### src/rtl/regbank4_32.sv
// Four-entry register bank with a single-register write port and a
// bulk-load sequencer that fills q1..q4 in order from a valid/ready stream.
module regbank4_32 #(
  parameter int unsigned      WIDTH   = 32,
  parameter logic [WIDTH-1:0] CLR_VAL = '0
) (
  input  logic             clk,
  input  logic             reset,
  input  logic             wr_en,
  input  logic [1:0]       wr_reg,
  input  logic [WIDTH-1:0] wr_data,
  input  logic             ld_start,
  input  logic             ld_valid,
  input  logic [WIDTH-1:0] ld_data,
  output logic             ld_ready,
  output logic             ld_done,
  output logic             busy,
  output logic [WIDTH-1:0] q1,
  output logic [WIDTH-1:0] q2,
  output logic [WIDTH-1:0] q3,
  output logic [WIDTH-1:0] q4
);

  localparam int unsigned CNT_W = 2;
  localparam int unsigned NREG  = 4;

  typedef enum logic [1:0] {
    ST_IDLE = 2'd0,
    ST_LOAD = 2'd1,
    ST_DONE = 2'd2
  } state_t;

  state_t             state, state_nxt;
  logic [CNT_W-1:0]   cnt, cnt_nxt;
  logic [NREG-1:0]    wsel_c;
  logic [WIDTH-1:0]   wdata_c;

  // Next-state and counter logic
  always_comb begin
    state_nxt = state;
    cnt_nxt   = cnt;
    case (state)
      ST_IDLE: begin
        if (ld_start) begin
          state_nxt = ST_LOAD;
          cnt_nxt   = '0;
        end
      end
      ST_LOAD: begin
        if (ld_valid) begin
          cnt_nxt = cnt + CNT_W'(1);
          if (cnt == CNT_W'(NREG - 1)) begin
            state_nxt = ST_DONE;
          end
        end
      end
      ST_DONE: begin
        state_nxt = ST_IDLE;
      end
      default: begin
        state_nxt = ST_IDLE;
        cnt_nxt   = '0;
      end
    endcase
  end

  // Write select: single-write port in IDLE, sequencer in LOAD; never both
  always_comb begin
    wsel_c  = '0;
    wdata_c = wr_data;
    if (state == ST_IDLE && wr_en) begin
      wsel_c  = NREG'(1) << wr_reg;
      wdata_c = wr_data;
    end else if (state == ST_LOAD && ld_valid) begin
      wsel_c  = NREG'(1) << cnt;
      wdata_c = ld_data;
    end
  end

  // State register; status outputs are registered from the next state so
  // they are pure decodes of the current state without a combinational path
  always_ff @(posedge clk or negedge reset) begin
    if (!reset) begin
      state    <= ST_IDLE;
      cnt      <= '0;
      busy     <= 1'b0;
      ld_ready <= 1'b0;
      ld_done  <= 1'b0;
    end else begin
      state    <= state_nxt;
      cnt      <= cnt_nxt;
      busy     <= (state_nxt != ST_IDLE);
      ld_ready <= (state_nxt == ST_LOAD);
      ld_done  <= (state_nxt == ST_DONE);
    end
  end

  // Register storage
  always_ff @(posedge clk or negedge reset) begin
    if (!reset) begin
      q1 <= CLR_VAL;
      q2 <= CLR_VAL;
      q3 <= CLR_VAL;
      q4 <= CLR_VAL;
    end else begin
      if (wsel_c[0]) q1 <= wdata_c;
      if (wsel_c[1]) q2 <= wdata_c;
      if (wsel_c[2]) q3 <= wdata_c;
      if (wsel_c[3]) q4 <= wdata_c;
    end
  end

endmodule

### config.mk
export PLATFORM = sky130hd
export DESIGN_NAME = regbank4_32
export DESIGN_NICKNAME = d
export VERILOG_FILES = /design/src/rtl/regbank4_32.sv
export SDC_FILE = /design/constraint.sdc
export NUM_CORES = 1
export LEC_CHECK = 0
export BUFFER_PORTS_ARGS = -buffer_cell sky130_fd_sc_hd__buf_2
export CAP_MARGIN = 20
export CELL_PAD_IN_SITES_DETAIL_PLACEMENT = 0
export CELL_PAD_IN_SITES_GLOBAL_PLACEMENT = 1
export CORE_ASPECT_RATIO = 0.9
export CORE_UTILIZATION = 41
export CTS_BUF_LIST = sky130_fd_sc_hd__clkbuf_2
export DETAILED_ROUTE_END_ITERATION = 6
export PLACE_DENSITY_LB_ADDON = 0.1
export SYNTH_ARGS = -nofsm -noshare
export SYNTH_HDL_FRONTEND = slang
export SYNTH_SLANG_ARGS = --single-unit
### constraint.sdc
create_clock -name clk -period 2.2 [get_ports clk]
set_clock_uncertainty 0.1 [all_clocks]
set_input_delay 0.22 -clock clk [delete_from_list [all_inputs] [get_ports clk]]
set_output_delay 0.22 -clock clk [all_outputs]
set_load 0.03 [all_outputs]
# Yosys cells after proc, flatten, opt, wreduce, memory -nomap -nowiden

Cells that the tools add are included.

Bitwise operators: 1
Multiplexer cells: 11
Shifts and indexed selects: 2
Reduce and logical (&&, ||, !) cells: 5
Add/sub/neg operators: 1
Eq/ne operators: 7

Operators with widths:

| operator                                        | number |
|---|---|
| 2-to-1 mux 32 bit                               | 2 |
| 2-to-1 mux 2 bit                                | 5 |
| 2-to-1 mux 4 bit                                | 2 |
| << shifter 1 x 2 -> 4 bit, first input constant | 2 |
| == test 2 bit, second input constant            | 3 |
| case mux 2 bit (3 select lines)                 | 1 |
| == test 2 x 1 -> 1 bit, second input constant   | 2 |
| inequality test 2 bit, second input constant    | 2 |
| case mux 2 bit (2 select lines)                 | 1 |
| AND reduction 3 bit                             | 1 |
| adder 2 x 1 -> 2 bit, second input constant     | 1 |
| logical AND 1 bit                               | 2 |
| zero test 2 bit                                 | 1 |
| nonzero test 2 bit                              | 1 |
| inverter 1 bit                                  | 1 |

Bits of input ports: 71
Bits in registers: 135
Output and inout port bits: 131

# Longest topological paths before layout

Word-level depth: 5
Mapped depth: 6

# Worst setup path before layout

No wires, ideal clock.

Kind: reg-to-reg
Start: register cnt[0]
End: register q4[21]
Library setup time: 0.123 ns
Clock period less this slack: 1.795 ns
Arrival: 1.572 ns
Buffers on the path: 2
Required time: 1.977 ns
Stages on the path, launching flop included: 7
Path slack: 0.405 ns
Cell sequence: dfrtp_1 > ha_1 > and4b_1 > clkbuf_1 > a21o_2 > buf_4 > o221a_2

Word-level cells in the longest chain between the ends: 3

Ends and longest elaborated chain:

| what                      | line | RTL |
|---|---|---|
| from (decl)               | 34   | `logic [CNT_W-1:0] cnt, cnt_nxt;` |
| from (signal assigned)    | 91   | `cnt <= cnt_nxt;` |
| << shifter 1 x 2 -> 4 bit | 75   | `wsel_c = NREG'(1) << cnt;` |
| 2-to-1 mux 4 bit          | 74   | `end else if (state == ST_LOAD && ld_valid) begin` |
| 2-to-1 mux 4 bit          | 71   | `if (state == ST_IDLE && wr_en) begin` |
| to (signal assigned)      | 109  | `if (wsel_c[3]) q4 <= wdata_c;` |
| to (decl)                 | 21   | `output logic [WIDTH-1:0] q4` |

No other way between the ends.
A chain may end at the register's enable or synchronous reset.

# Worst setup path after layout

Start: register state[0]
End: register q2[1]

Word-level cells in the longest chain between the ends: 4
Elaborated cells between the ends (all ways): 8
Classes of those cells: 1 x eq/ne; 4 x mux; 3 x reduce/logical

Ends and longest elaborated chain:

| what                                                  | line | RTL |
|---|---|---|
| from (decl)                                           | 33   | `state_t state, state_nxt;` |
| from (signal assigned)                                | 90   | `state <= state_nxt;` |
| == test 2 x 1 -> 1 bit                                | 74   |  |
| logical AND 1 bit                                     | 74   |  |
| 2-to-1 mux 32 bit or 2-to-1 mux 4 bit (tied branches) | 74   |  |
| 2-to-1 mux 32 bit or 2-to-1 mux 4 bit (tied branches) | 71   |  |
| to (signal assigned)                                  | 107  | `if (wsel_c[1]) q2 <= wdata_c;` |
| to (decl)                                             | 19   | `output logic [WIDTH-1:0] q2,` |

Parallel ways exist; a longest one is shown, timed or not.

==> metrics.txt <==
# TYPE chip_impl_metric gauge
chip_impl_info{name="synth_top_area_cell",value="dfrtp_1"} 1
chip_impl_info{name="crit_type",value="reg2reg"} 1
chip_impl_metric{name="timing.final.crit_share",unit=""} 0.8822
chip_impl_metric{name="clk_latency",unit="ps"} 650
chip_impl_metric{name="detail_route.drc_violations",unit=""} 0
chip_impl_metric{name="timing.final.crit_period",unit="ps"} 1941
chip_impl_metric{name="global_route.usage.total",unit=""} 0.2686
chip_impl_metric{name="achievable-frequency",unit="MHz"} 515.2
chip_impl_metric{name="wl_per_cell",unit="um"} 20.39
chip_impl_metric{name="grt_max_degree",unit=""} 78
chip_impl_metric{name="floorplan.initialDensity",unit=""} 0.4182
chip_impl_metric{name="dpl.hpwl",unit="um"} 12860
chip_impl_metric{name="final_max_slew_viol_count",unit=""} 0
chip_impl_metric{name="sequential_cell_area_in_the_final_layout",unit="um^2"} 3378
chip_impl_metric{name="drt_first_pass_iters",unit=""} 5
chip_impl_metric{name="floorplan.io_pins",unit=""} 202
chip_impl_metric{name="critical_path_at",unit="ps"} 2440
chip_impl_info{name="reg2reg_from",value="state[0]"} 1
chip_impl_info{name="startpoint",value="state[0]"} 1
chip_impl_info{name="cts-root-buf",value="clkbuf_2"} 1
chip_impl_metric{name="cts_setup_buffers",unit=""} 0
chip_impl_metric{name="hold_viol_final",unit=""} 0
chip_impl_metric{name="synthesis.yosys.warnings",unit=""} 0
chip_impl_metric{name="tritoncts_num_sinks",unit=""} 135
chip_impl_metric{name="timing.setup.tns",unit="ps"} 0
chip_impl_metric{name="first_pass_grt_wire_length",unit="um"} 31020
chip_impl_metric{name="stdcell_count",unit=""} 979
chip_impl_metric{name="syn_nets",unit=""} 575
chip_impl_metric{name="ys_types",unit=""} 29
chip_impl_metric{name="synthArstFlopShare",unit=""} 1.000
chip_impl_metric{name="cts_buffers",unit=""} 17
chip_impl_info{name="yosysMostFrequentCell",value="dfrtp_1"} 1
chip_impl_metric{name="floorplan.die.width",unit="um"} 130.9
chip_impl_metric{name="synth.cell_area",unit="um^2"} 6132
chip_impl_info{name="status",value="finished clean"} 1
chip_impl_metric{name="worst_pin_slew",unit="ps"} 519.6
chip_impl_metric{name="power.leakage",unit="nW"} 3.470
chip_impl_metric{name="mean_cell_area_of_the_mapped_netlist",unit="um^2"} 12.26
chip_impl_metric{name="setup.reg_to_reg.worst_slack",unit="ps"} 260
chip_impl_info{name="synth.top_cells.by_count",value="dfrtp_1, o221a_2, nand2_1, nor2_1, nand2b_1"} 1
chip_impl_metric{name="clk_pin_slew_worst_paths",unit="ps"} 190
chip_impl_metric{name="power-per-cell-area",unit="nW/um^2"} 1520
chip_impl_metric{name="max_cap_viol",unit=""} 0
chip_impl_metric{name="dpl.cell_count",unit=""} 879
chip_impl_metric{name="htreeDepth",unit=""} 4
chip_impl_metric{name="core_area",unit="um^2"} 14660
chip_impl_info{name="synth-main-ff-cell",value="dfrtp_1"} 1
chip_impl_metric{name="yosys_register_bits",unit=""} 135
chip_impl_metric{name="power.ir.vdd_worst",unit="V"} 0.0006835
chip_impl_metric{name="final_nets",unit=""} 843
chip_impl_metric{name="detailedRoute.firstIterationViolations",unit=""} 483
chip_impl_metric{name="design.die.area",unit="um^2"} 15450
chip_impl_info{name="tritoncts",value="built"} 1
chip_impl_metric{name="drtAntennaViolNets",unit=""} 0
chip_impl_metric{name="combined_area_of_the_multi_input_logic_cells",unit="um^2"} 2512
chip_impl_info{name="rsz0062_at_grt",value="false"} 1
chip_impl_metric{name="cp.required",unit="ps"} 2700
chip_impl_metric{name="max_slew_margin",unit=""} 0.6536
chip_impl_metric{name="final-setup-viol-count",unit=""} 0
chip_impl_metric{name="edff_count_synth",unit=""} 0
chip_impl_metric{name="routed-via-count",unit=""} 5471
chip_impl_metric{name="filler_cell_count",unit=""} 1265
chip_impl_metric{name="area_delta_synth_final",unit="%"} 34.30
chip_impl_info{name="endpoint_kind",value="flop"} 1
chip_impl_metric{name="antenna_violations_before_repair",unit=""} 1
chip_impl_metric{name="synthCells",unit=""} 500
chip_impl_metric{name="synth_top_area_share",unit=""} 0.5509
chip_impl_metric{name="drive_above_1_share",unit=""} 0.5263
chip_impl_metric{name="grt_pass1_vias",unit=""} 5622
chip_impl_metric{name="critical_path.max_fanout",unit=""} 32
chip_impl_metric{name="gpl.final_weighted_congestion",unit=""} 0.8009
chip_impl_info{name="main_area_contributors_after_synthesis",value="dfrtp_1, o221a_2, nand2_1"} 1
chip_impl_info{name="worstHoldStart",value="wr_reg[0]"} 1
chip_impl_metric{name="rows",unit=""} 42
chip_impl_info{name="min_path_type",value="in2reg"} 1
chip_impl_metric{name="synth.yosys.seq_area_share",unit=""} 0.5509
chip_impl_metric{name="global_route.overflow_total",unit=""} 0
chip_impl_metric{name="cts.path.max_buffers",unit=""} 2
chip_impl_metric{name="chipHeight",unit="um"} 118.0
chip_impl_metric{name="drt_wl_total",unit="um"} 19960
chip_impl_info{name="crit_path_start_kind",value="flop"} 1
chip_impl_metric{name="via_per_inst",unit=""} 5.588
chip_impl_metric{name="numPortBuffers",unit=""} 201
critical path, cell delays in order, from the launching register on:
cell,delay (ps)
dfrtp_1,500
nor4bb_4,460
a21bo_4,530
o221a_2,300
cell families after synthesis:
family | share of synthesized area
xor gates and xnor gates | 0.001429
adders and majority gates | 0.008162
and+or+nand+nor | 0.1438
AOI/OAI and AO/OA | 0.2522
DFF | 0.5509
buffers and inverters | 0.04346
flip-flops by register name (all words and copies together), names as in the netlist:
name / flops
cnt: 2
q1: 32
ld_ready: 1
q2: 32
busy: 1
state: 2
q3: 32
ld_done: 1
q4: 32
final timing paths:
path,depth (start not counted),endpoint
setup / recovery,3,q2[1]
hold / removal,5,q1[4]
setup reg to reg,3,q2[1]
hold reg to reg,1,q3[31]
max in group asynchronous,4,q1[26]
min in group asynchronous,3,q3[8]
layer usage:
metal | track usage | wire (um) | up-vias
met2 | 0.4246 | 9481 | 223
met1 | 0.3635 | 9016 | 2782
met3 | 0.05818 | 1166 | 20
met4 | 0.08980 | 294 | 0
li1 | - | - | 2446
met5 | 0 | 0 | -
repair_timing:
action                                 4_1_cts  5_1_grt
gates resized for setup                      0        1
endpoints found under the hold margin      269        0
hold buffers                                68        0
setup endpoints to repair                    0       31
report_power, final:
| part | internal [W] | switching, W |
|---|---|---|
| Clock | 0.000406 | 0.000842 |
| Combinational | 0.00258 | 0.00422 |
| Sequential | 0.00369 | 0.000783 |
stage by stage:
| step | util | power (W) | cell area (um^2) | setup slack (ps) | hold WS, ps |
|---|---|---|---|---|---|
| 3_5_place_dp | 0.5028 | 0.01122 | 7372 | 97.84 | -93.77 |
| 6_report | 0.5617 | 0.01252 | 8235 | 259.1 | 104.6 |
| 2_1_floorplan | - | 0.009056 | 6132 | 405.4 | -175.6 |
| 4_1_cts | 0.5609 | 0.01259 | 8224 | 60.88 | 14.27 |
| 3_3_place_gp | 0.5028 | 0.01112 | 7372 | 162.0 | -94.33 |
| 5_1_grt | 0.5617 | 0.01320 | 8235 | 160.9 | 31.02 |
cells in the final DEF (no fill, tap or decap), types with 2 or more instances in the layout:
master / synthesis / final
a311oi_1: 2 / 2
a32o_1: 2 / 2
buf_12: 0 / 2
buf_2: 12 / 200
buf_4: 6 / 23
clkbuf_2: 0 / 23
clkinv_1: 0 / 3
clkinv_2: 0 / 3
dfrtp_1: 135 / 135
diode_2: 0 / 2
dlygate4sd3_1: 0 / 68
ha_1: 4 / 4
inv_1: 4 / 4
nand2_1: 66 / 65
nand2_2: 1 / 2
nand2b_1: 32 / 32
nand4b_1: 2 / 2
nor2_1: 34 / 34
o21ai_4: 2 / 2
o221a_1: 7 / 7
o221a_2: 121 / 121
or2_1: 7 / 7
or2_2: 25 / 25
cell type report:
type                       instances  share of cell area
sequential                       135              0.4102
timing repair buffer             294              0.2314
multi-input combinational        316              0.3051
antenna                            2           0.0006077
tap                              198             0.03008
clock inverter                     7            0.006837
clock buffer                      23             0.01398
inverter                           4            0.001823
Power figures use the tool's default switching activity.
